==> config.mk <==
export PLATFORM = sky130hd
export DESIGN_NAME = ssa_permit_mon
export DESIGN_NICKNAME = d
export VERILOG_FILES = /design/src/rtl/ssa_permit_mon.sv
export SDC_FILE = /design/constraint.sdc
export NUM_CORES = 1
export LEC_CHECK = 0
export CAP_MARGIN = 10
export CORE_MARGIN = 2
export CORE_UTILIZATION = 50
export CTS_CLUSTER_DIAMETER = 60
export DETAILED_ROUTE_END_ITERATION = 8
export PLACE_DENSITY = 0.69
export SLEW_MARGIN = 30
export SYNTH_ARGS = -nofsm -noshare
export SYNTH_HDL_FRONTEND = slang
export SYNTH_SLANG_ARGS = --single-unit
==> constraint.sdc <==
create_clock -name clk -period 4.7 [get_ports clk]
set_clock_uncertainty 0.05 [all_clocks]
set_input_delay 1.175 -clock clk [delete_from_list [all_inputs] [get_ports clk]]
set_output_delay 1.175 -clock clk [all_outputs]
set_load 0.02 [all_outputs]
==> src/rtl/ssa_permit_mon.sv <==
// Multi-channel SSA permit monitor: sync, glitch-qualify, latch and pulse on trip.
// Optional first-fault capture is enabled by defining SSA_PERMIT_MON_FIRST_FAULT_EN.
module ssa_permit_mon #(
    parameter int NCH   = 4,
    parameter int CNT_W = 16,
    parameter int ID_W  = 2
) (
    input  logic             clk,
    input  logic             reset,
    input  logic             clear,
    input  logic [NCH-1:0]   clear_ch,
    input  logic [NCH-1:0]   permit_in,
    input  logic [CNT_W-1:0] thresh,
    output logic [NCH-1:0]   permit_now,
    output logic [NCH-1:0]   permit_latched,
    output logic [NCH-1:0]   trip_pulse,
    output logic             any_fault,
    output logic             first_fault_valid,
    output logic [ID_W-1:0]  first_fault_id
);

    localparam logic [1:0] ST_OK   = 2'd0;
    localparam logic [1:0] ST_PEND = 2'd1;
    localparam logic [1:0] ST_TRIP = 2'd2;

    logic [NCH-1:0]   sync1_q, sync2_q;
    logic             clear_q;
    logic [NCH-1:0]   clear_ch_q;
    logic [NCH-1:0]   clr;
    logic [1:0]       state_q [NCH];
    logic [1:0]       state_d [NCH];
    logic [CNT_W-1:0] cnt_q   [NCH];
    logic [CNT_W-1:0] cnt_d   [NCH];
    logic [NCH-1:0]   latched_q, latched_d;
    logic [NCH-1:0]   pulse_q, pulse_d;
    logic             any_fault_q;
    logic [CNT_W-1:0] thr_eff;

    assign thr_eff = (thresh == '0) ? CNT_W'(1) : thresh;
    assign clr     = {NCH{clear_q}} | clear_ch_q;

    // NOTE: every next-state variable gets a default before the case, so no latch is inferred.
    always_comb begin
        for (int i = 0; i < NCH; i++) begin
            state_d[i] = state_q[i];
            cnt_d[i]   = cnt_q[i];
            if (clr[i]) begin
                state_d[i] = ST_OK;
                cnt_d[i]   = '0;
            end else begin
                case (state_q[i])
                    ST_OK: begin
                        if (!sync2_q[i]) begin
                            if (thr_eff == CNT_W'(1)) begin
                                state_d[i] = ST_TRIP;
                            end else begin
                                state_d[i] = ST_PEND;
                                cnt_d[i]   = CNT_W'(1);
                            end
                        end
                    end
                    ST_PEND: begin
                        if (sync2_q[i]) begin
                            state_d[i] = ST_OK;
                            cnt_d[i]   = '0;
                        end else if (({1'b0, cnt_q[i]} + (CNT_W+1)'(1)) >= {1'b0, thr_eff}) begin
                            state_d[i] = ST_TRIP;
                        end else if (cnt_q[i] != '1) begin
                            cnt_d[i] = cnt_q[i] + CNT_W'(1);
                        end
                    end
                    ST_TRIP: ;
                    default: begin
                        state_d[i] = ST_OK;
                        cnt_d[i]   = '0;
                    end
                endcase
            end
            latched_d[i] = (state_d[i] != ST_TRIP);
            pulse_d[i]   = (state_d[i] == ST_TRIP) && (state_q[i] != ST_TRIP);
        end
    end

    // NOTE: sequential state uses non-blocking assignments only.
    always_ff @(posedge clk or posedge reset) begin
        if (reset) begin
            sync1_q     <= '1;
            sync2_q     <= '1;
            clear_q     <= 1'b0;
            clear_ch_q  <= '0;
            latched_q   <= '1;
            pulse_q     <= '0;
            any_fault_q <= 1'b0;
            for (int i = 0; i < NCH; i++) begin
                state_q[i] <= ST_OK;
                cnt_q[i]   <= '0;
            end
        end else begin
            sync1_q     <= permit_in;
            sync2_q     <= sync1_q;
            clear_q     <= clear;
            clear_ch_q  <= clear_ch;
            latched_q   <= latched_d;
            pulse_q     <= pulse_d;
            any_fault_q <= |(~latched_q);
            for (int i = 0; i < NCH; i++) begin
                state_q[i] <= state_d[i];
                cnt_q[i]   <= cnt_d[i];
            end
        end
    end

`ifdef SSA_PERMIT_MON_FIRST_FAULT_EN
    logic            ffv_q;
    logic [ID_W-1:0] ffid_q;
    logic [ID_W-1:0] low_idx;

    // Lowest set pulse index wins when several channels trip together.
    always_comb begin
        low_idx = '0;
        for (int i = NCH - 1; i >= 0; i--) begin
            if (pulse_q[i]) low_idx = ID_W'(i);
        end
    end

    always_ff @(posedge clk or posedge reset) begin
        if (reset) begin
            ffv_q  <= 1'b0;
            ffid_q <= '0;
        end else if (clear_q) begin
            ffv_q  <= 1'b0;
            ffid_q <= '0;
        end else if (!ffv_q && (|pulse_q)) begin
            ffv_q  <= 1'b1;
            ffid_q <= low_idx;
        end
    end

    assign first_fault_valid = ffv_q;
    assign first_fault_id    = ffid_q;
`else
    assign first_fault_valid = 1'b0;
    assign first_fault_id    = '0;
`endif

    assign permit_now     = sync2_q;
    assign permit_latched = latched_q;
    assign trip_pulse     = pulse_q;
    assign any_fault      = any_fault_q;

endmodule

==> key figures <==
Critical path
  • CP max FO: 12
  • Critical R2R Launch: cnt_q[48]$_DFFE_PP0P_
  • Arrival time at the worst endpoint: 4.44 ns
  • Element type at the critical path start: flop
  • Critical path class: reg -> reg
  • Slack of the worst reg-to-reg path: 0.50 ns
  • Cell count of the worst reg-to-reg path: 13
  • End point of the critical path: cnt_q[57]$_DFFE_PP0P_
  • Kind of capture point of the worst setup path: flop
  • Data required, critical path: 4.94 ns
  • Critical Path Start: cnt_q[48]$_DFFE_PP0P_
  • Critical register-to-register path endpoint: cnt_q[57]$_DFFE_PP0P_

Logic synthesis
  • Post-synthesis area per instance: 9.59 µm²
  • Number of synthesized flops with an enable pin: 0
  • FF+latch count, synth: 94
  • Number of distinct standard cells referenced by the synthesized netlist: 72
  • Sequential element share of the synthesized area: 0.366
  • Post-synthesis instance area: 6470 µm²
  • Number of instances in the synthesized netlist: 675
  • Yosys warns: 0
  • Ys async rst share: 1.00
  • Most frequently used flop master after synthesis: sky130_fd_sc_hd__dfrtp_1

Clock tree
  • Hold-fix buffer count after cts: 0
  • Insertion delay to the later sink of the worst-skew pair: 0.36 ns
  • Clock root buffer: sky130_fd_sc_hd__clkbuf_16
  • Clock tree from TritonCTS: done
  • Clock Pin Slew Worst Setup and Hold Paths: 0.07 ns
  • Total number of clock tree sinks: 94
  • Maximum count of clock buffers along a single path: 2
  • Total of cells resized after clock tree synthesis: 0
  • Total CTS buffers: 9
  • Number of setup buffers added after CTS: 0
  • Count of H-tree levels built during CTS: 3

STA
  • Post-route fraction of the period consumed by the critical path: 0.894
  • Final Setup Violations: 0
  • Setup repair after global routing missed its margin: false
  • Highest Clock Rate: 0.238 GHz
  • Slew margin rel.: 0.399
  • Slew of the pin with the lowest slew margin: 0.901 ns
  • Min Hold Slack: 0.303 ns
  • Post-Route Setup TNS: 0 ns
  • Final Max Slew Viols: 0
  • Crit path time final: 4.20 ns
  • Number of failing hold endpoints at the final stage: 0

Routing
  • Iter 0 DRT Violations: 326
  • Avg WL per Cell: 17.2 µm
  • Number of design rule violations left after detail routing: 0
  • Via density per instance: 5.94
  • Length of the first detailed-routing pass in iterations: 4
  • Routed wire length: 15400 µm
  • Number of nets with antenna violations after detailed routing: 0
  • Vias post-DR: 5290

Floorplan
  • Area of the core region: 12600 µm²
  • IO Pins: 43
  • Chip height: 118 µm
  • Initial standard-cell utilization of the core: 0.513
  • Area of the die: 13900 µm²
  • Die X-Extent: 118 µm
  • Row count: 41

Final layout
  • Most common cell after layout, fill and taps aside: sky130_fd_sc_hd__dfrtp_1
  • Number of nets in the final layout: 808
  • Number of diodes: 0
  • Area growth from synthesis to final layout: 13.2%
  • Fraction of final layout cells sized beyond drive strength 1: 0.0904
  • Commonest cells after routing, fill and taps aside: sky130_fd_sc_hd__dfrtp_1 (82), sky130_fd_sc_hd__ha_1 (67), sky130_fd_sc_hd__nand2_1 (50)
  • Filler instances: 1117

GRT
  • Global-route usage over all layers: 0.230
  • Global-route wire length before repair: 25500 µm
  • Initial antenna violation count: 0
  • Final global-route overflow total: 0
  • Via count of the first global-routing pass: 5150
  • Pin count of the biggest net entering global routing: 64

Hold path
  • Hold Path Class: reg -> reg
  • Min-Delay Path Depth: 0

Placement
  • Number of I/O port buffers: 39
  • DP HPWL: 11600 µm
  • Gp weighted congestion: 0.893

Job
  • Count of max-cap constraint violations: 0

Outcome
  • Result of the run: finished clean

Pwr
  • Power per unit of standard cell area: 237 nW/µm²
  • Highest ir drop seen on vdd: 0.257 mV
  • Leak pwr: 3.47 nW
## how the worst min path moves through the flow
stage	startpoint	endpoint	slack, ns
CTS	sync1_q[0]$_DFF_PP1_	permit_now[0]$_DFF_PP1_	0.30
detailed placement	sync1_q[3]$_DFF_PP1_	permit_now[3]$_DFF_PP1_	0.30
floorplan	sync1_q[0]$_DFF_PP1_	permit_now[0]$_DFF_PP1_	0.30
global route	sync1_q[0]$_DFF_PP1_	permit_now[0]$_DFF_PP1_	0.30
finish	sync1_q[0]$_DFF_PP1_	permit_now[0]$_DFF_PP1_	0.30
global placement	sync1_q[0]$_DFF_PP1_	permit_now[0]$_DFF_PP1_	0.30
## state kept, by name, summed over array words and instances, names as in the netlist
| signal | flops |
|---|---|
| cnt_q | 64 |
| state_q | 8 |
| clear_ch_q | 4 |
| permit_latched | 4 |
| permit_now | 4 |
| sync1_q | 4 |
| trip_pulse | 4 |
| any_fault | 1 |
| clear_q | 1 |
## metal layers
metal	share of wire	vias up	wire length, µm	track usage
met1	0.45	2573	6930	0.294
met4	0.044	0	674	0.121
met5	0	-	0	0
li1	-	2555	-	-
met3	0.043	39	660	0.0523
met2	0.46	123	7090	0.363
## cells by family after synthesis
| group | Yosys count | synth area share |
|---|---|---|
| xor+xnor | 51 | 0.0712 |
| simple gates | 246 | 0.199 |
| other cells | 1 | 0.000579 |
| buf+inv | 57 | 0.0418 |
| fa+ha+maj | 67 | 0.130 |
| compound gates | 148 | 0.174 |
| mux | 11 | 0.0174 |
| flops | 94 | 0.366 |
## synthesized netlist by cell type, types with 3 or more instances
library cell               instances  share of area
sky130_fd_sc_hd__a211oi_1          7         0.0081
sky130_fd_sc_hd__a21bo_2           4         0.0062
sky130_fd_sc_hd__a21o_1           11          0.013
sky130_fd_sc_hd__a21oi_1          25          0.019
sky130_fd_sc_hd__a22o_1           28          0.038
sky130_fd_sc_hd__and2_1            3         0.0029
sky130_fd_sc_hd__and3_1           14          0.014
sky130_fd_sc_hd__and4_1            5         0.0068
sky130_fd_sc_hd__buf_2             6         0.0046
sky130_fd_sc_hd__buf_4             5         0.0058
sky130_fd_sc_hd__buf_6             4         0.0070
sky130_fd_sc_hd__clkbuf_1          8         0.0046
sky130_fd_sc_hd__dfrtp_1          82           0.32
sky130_fd_sc_hd__dfstp_2          12          0.049
sky130_fd_sc_hd__ha_1             67           0.13
sky130_fd_sc_hd__inv_1            34          0.020
sky130_fd_sc_hd__mux2i_1           9          0.014
sky130_fd_sc_hd__nand2_1          50          0.029
sky130_fd_sc_hd__nand2b_1         14          0.014
sky130_fd_sc_hd__nand3_1          48          0.037
sky130_fd_sc_hd__nand4_1          19          0.018
sky130_fd_sc_hd__nor2_1           47          0.027
sky130_fd_sc_hd__nor2b_1           8         0.0077
sky130_fd_sc_hd__nor3_1           10         0.0077
sky130_fd_sc_hd__nor4_1            6         0.0058
sky130_fd_sc_hd__o211a_1           4         0.0062
sky130_fd_sc_hd__o211ai_1         10          0.012
sky130_fd_sc_hd__o21a_1            5         0.0058
sky130_fd_sc_hd__o21ai_0          19          0.015
sky130_fd_sc_hd__o21ai_2           3         0.0041
sky130_fd_sc_hd__o31ai_1           4         0.0046
sky130_fd_sc_hd__or2_2             3         0.0029
sky130_fd_sc_hd__xnor2_1          35          0.047
sky130_fd_sc_hd__xor2_1           15          0.020
## power by group
part	total [mW]	internal (mW)	switching, mW
logic	0.144	0.0579	0.0861
clock network	0.759	0.420	0.339
registers	0.834	0.821	0.0135
total	1.74	1.30	0.439
## stage by stage
step                utilization  cells  worst slack (ns)  total power [mW]  instance area [µm²]
CTS                       0.581    891             0.485              1.75                 7330
detailed placement        0.556    875             0.180             0.995                 7020
global placement          0.556    875             0.275             0.988                 7020
finish                    0.581    891             0.499              1.74                 7330
floorplan                     -    677             0.748             0.930                 6480
global route              0.581    891             0.209              1.80                 7330
## cell type report
cell class                      count  area (µm²)  share of cell area
Clock inverter                      7        81.3              0.0111
Tap cell                          172         215              0.0294
Multi-Input combinational cell    526        3840               0.524
Clock buffer                        9         225              0.0307
Timing Repair Buffer               49         465              0.0635
Inverter                           34         130              0.0178
Sequential cell                    94        2370               0.323
## worst max-delay path, cell delays in order (launching register included)
cell and delay [ns]:
sky130_fd_sc_hd__dfrtp_1 0.46, sky130_fd_sc_hd__ha_1 0.27, sky130_fd_sc_hd__inv_1 0.10, sky130_fd_sc_hd__or4_4 0.60, sky130_fd_sc_hd__nor2_1 0.21, sky130_fd_sc_hd__nand3_1 0.12
sky130_fd_sc_hd__xnor2_1 0.23, sky130_fd_sc_hd__ha_1 0.29, sky130_fd_sc_hd__a211oi_1 0.20, sky130_fd_sc_hd__o21ai_0 0.14, sky130_fd_sc_hd__a221oi_2 0.43, sky130_fd_sc_hd__o21ai_2 0.25
sky130_fd_sc_hd__or4_2 0.68, sky130_fd_sc_hd__nand3_1 0.10
Power figures use the tool's default switching activity.
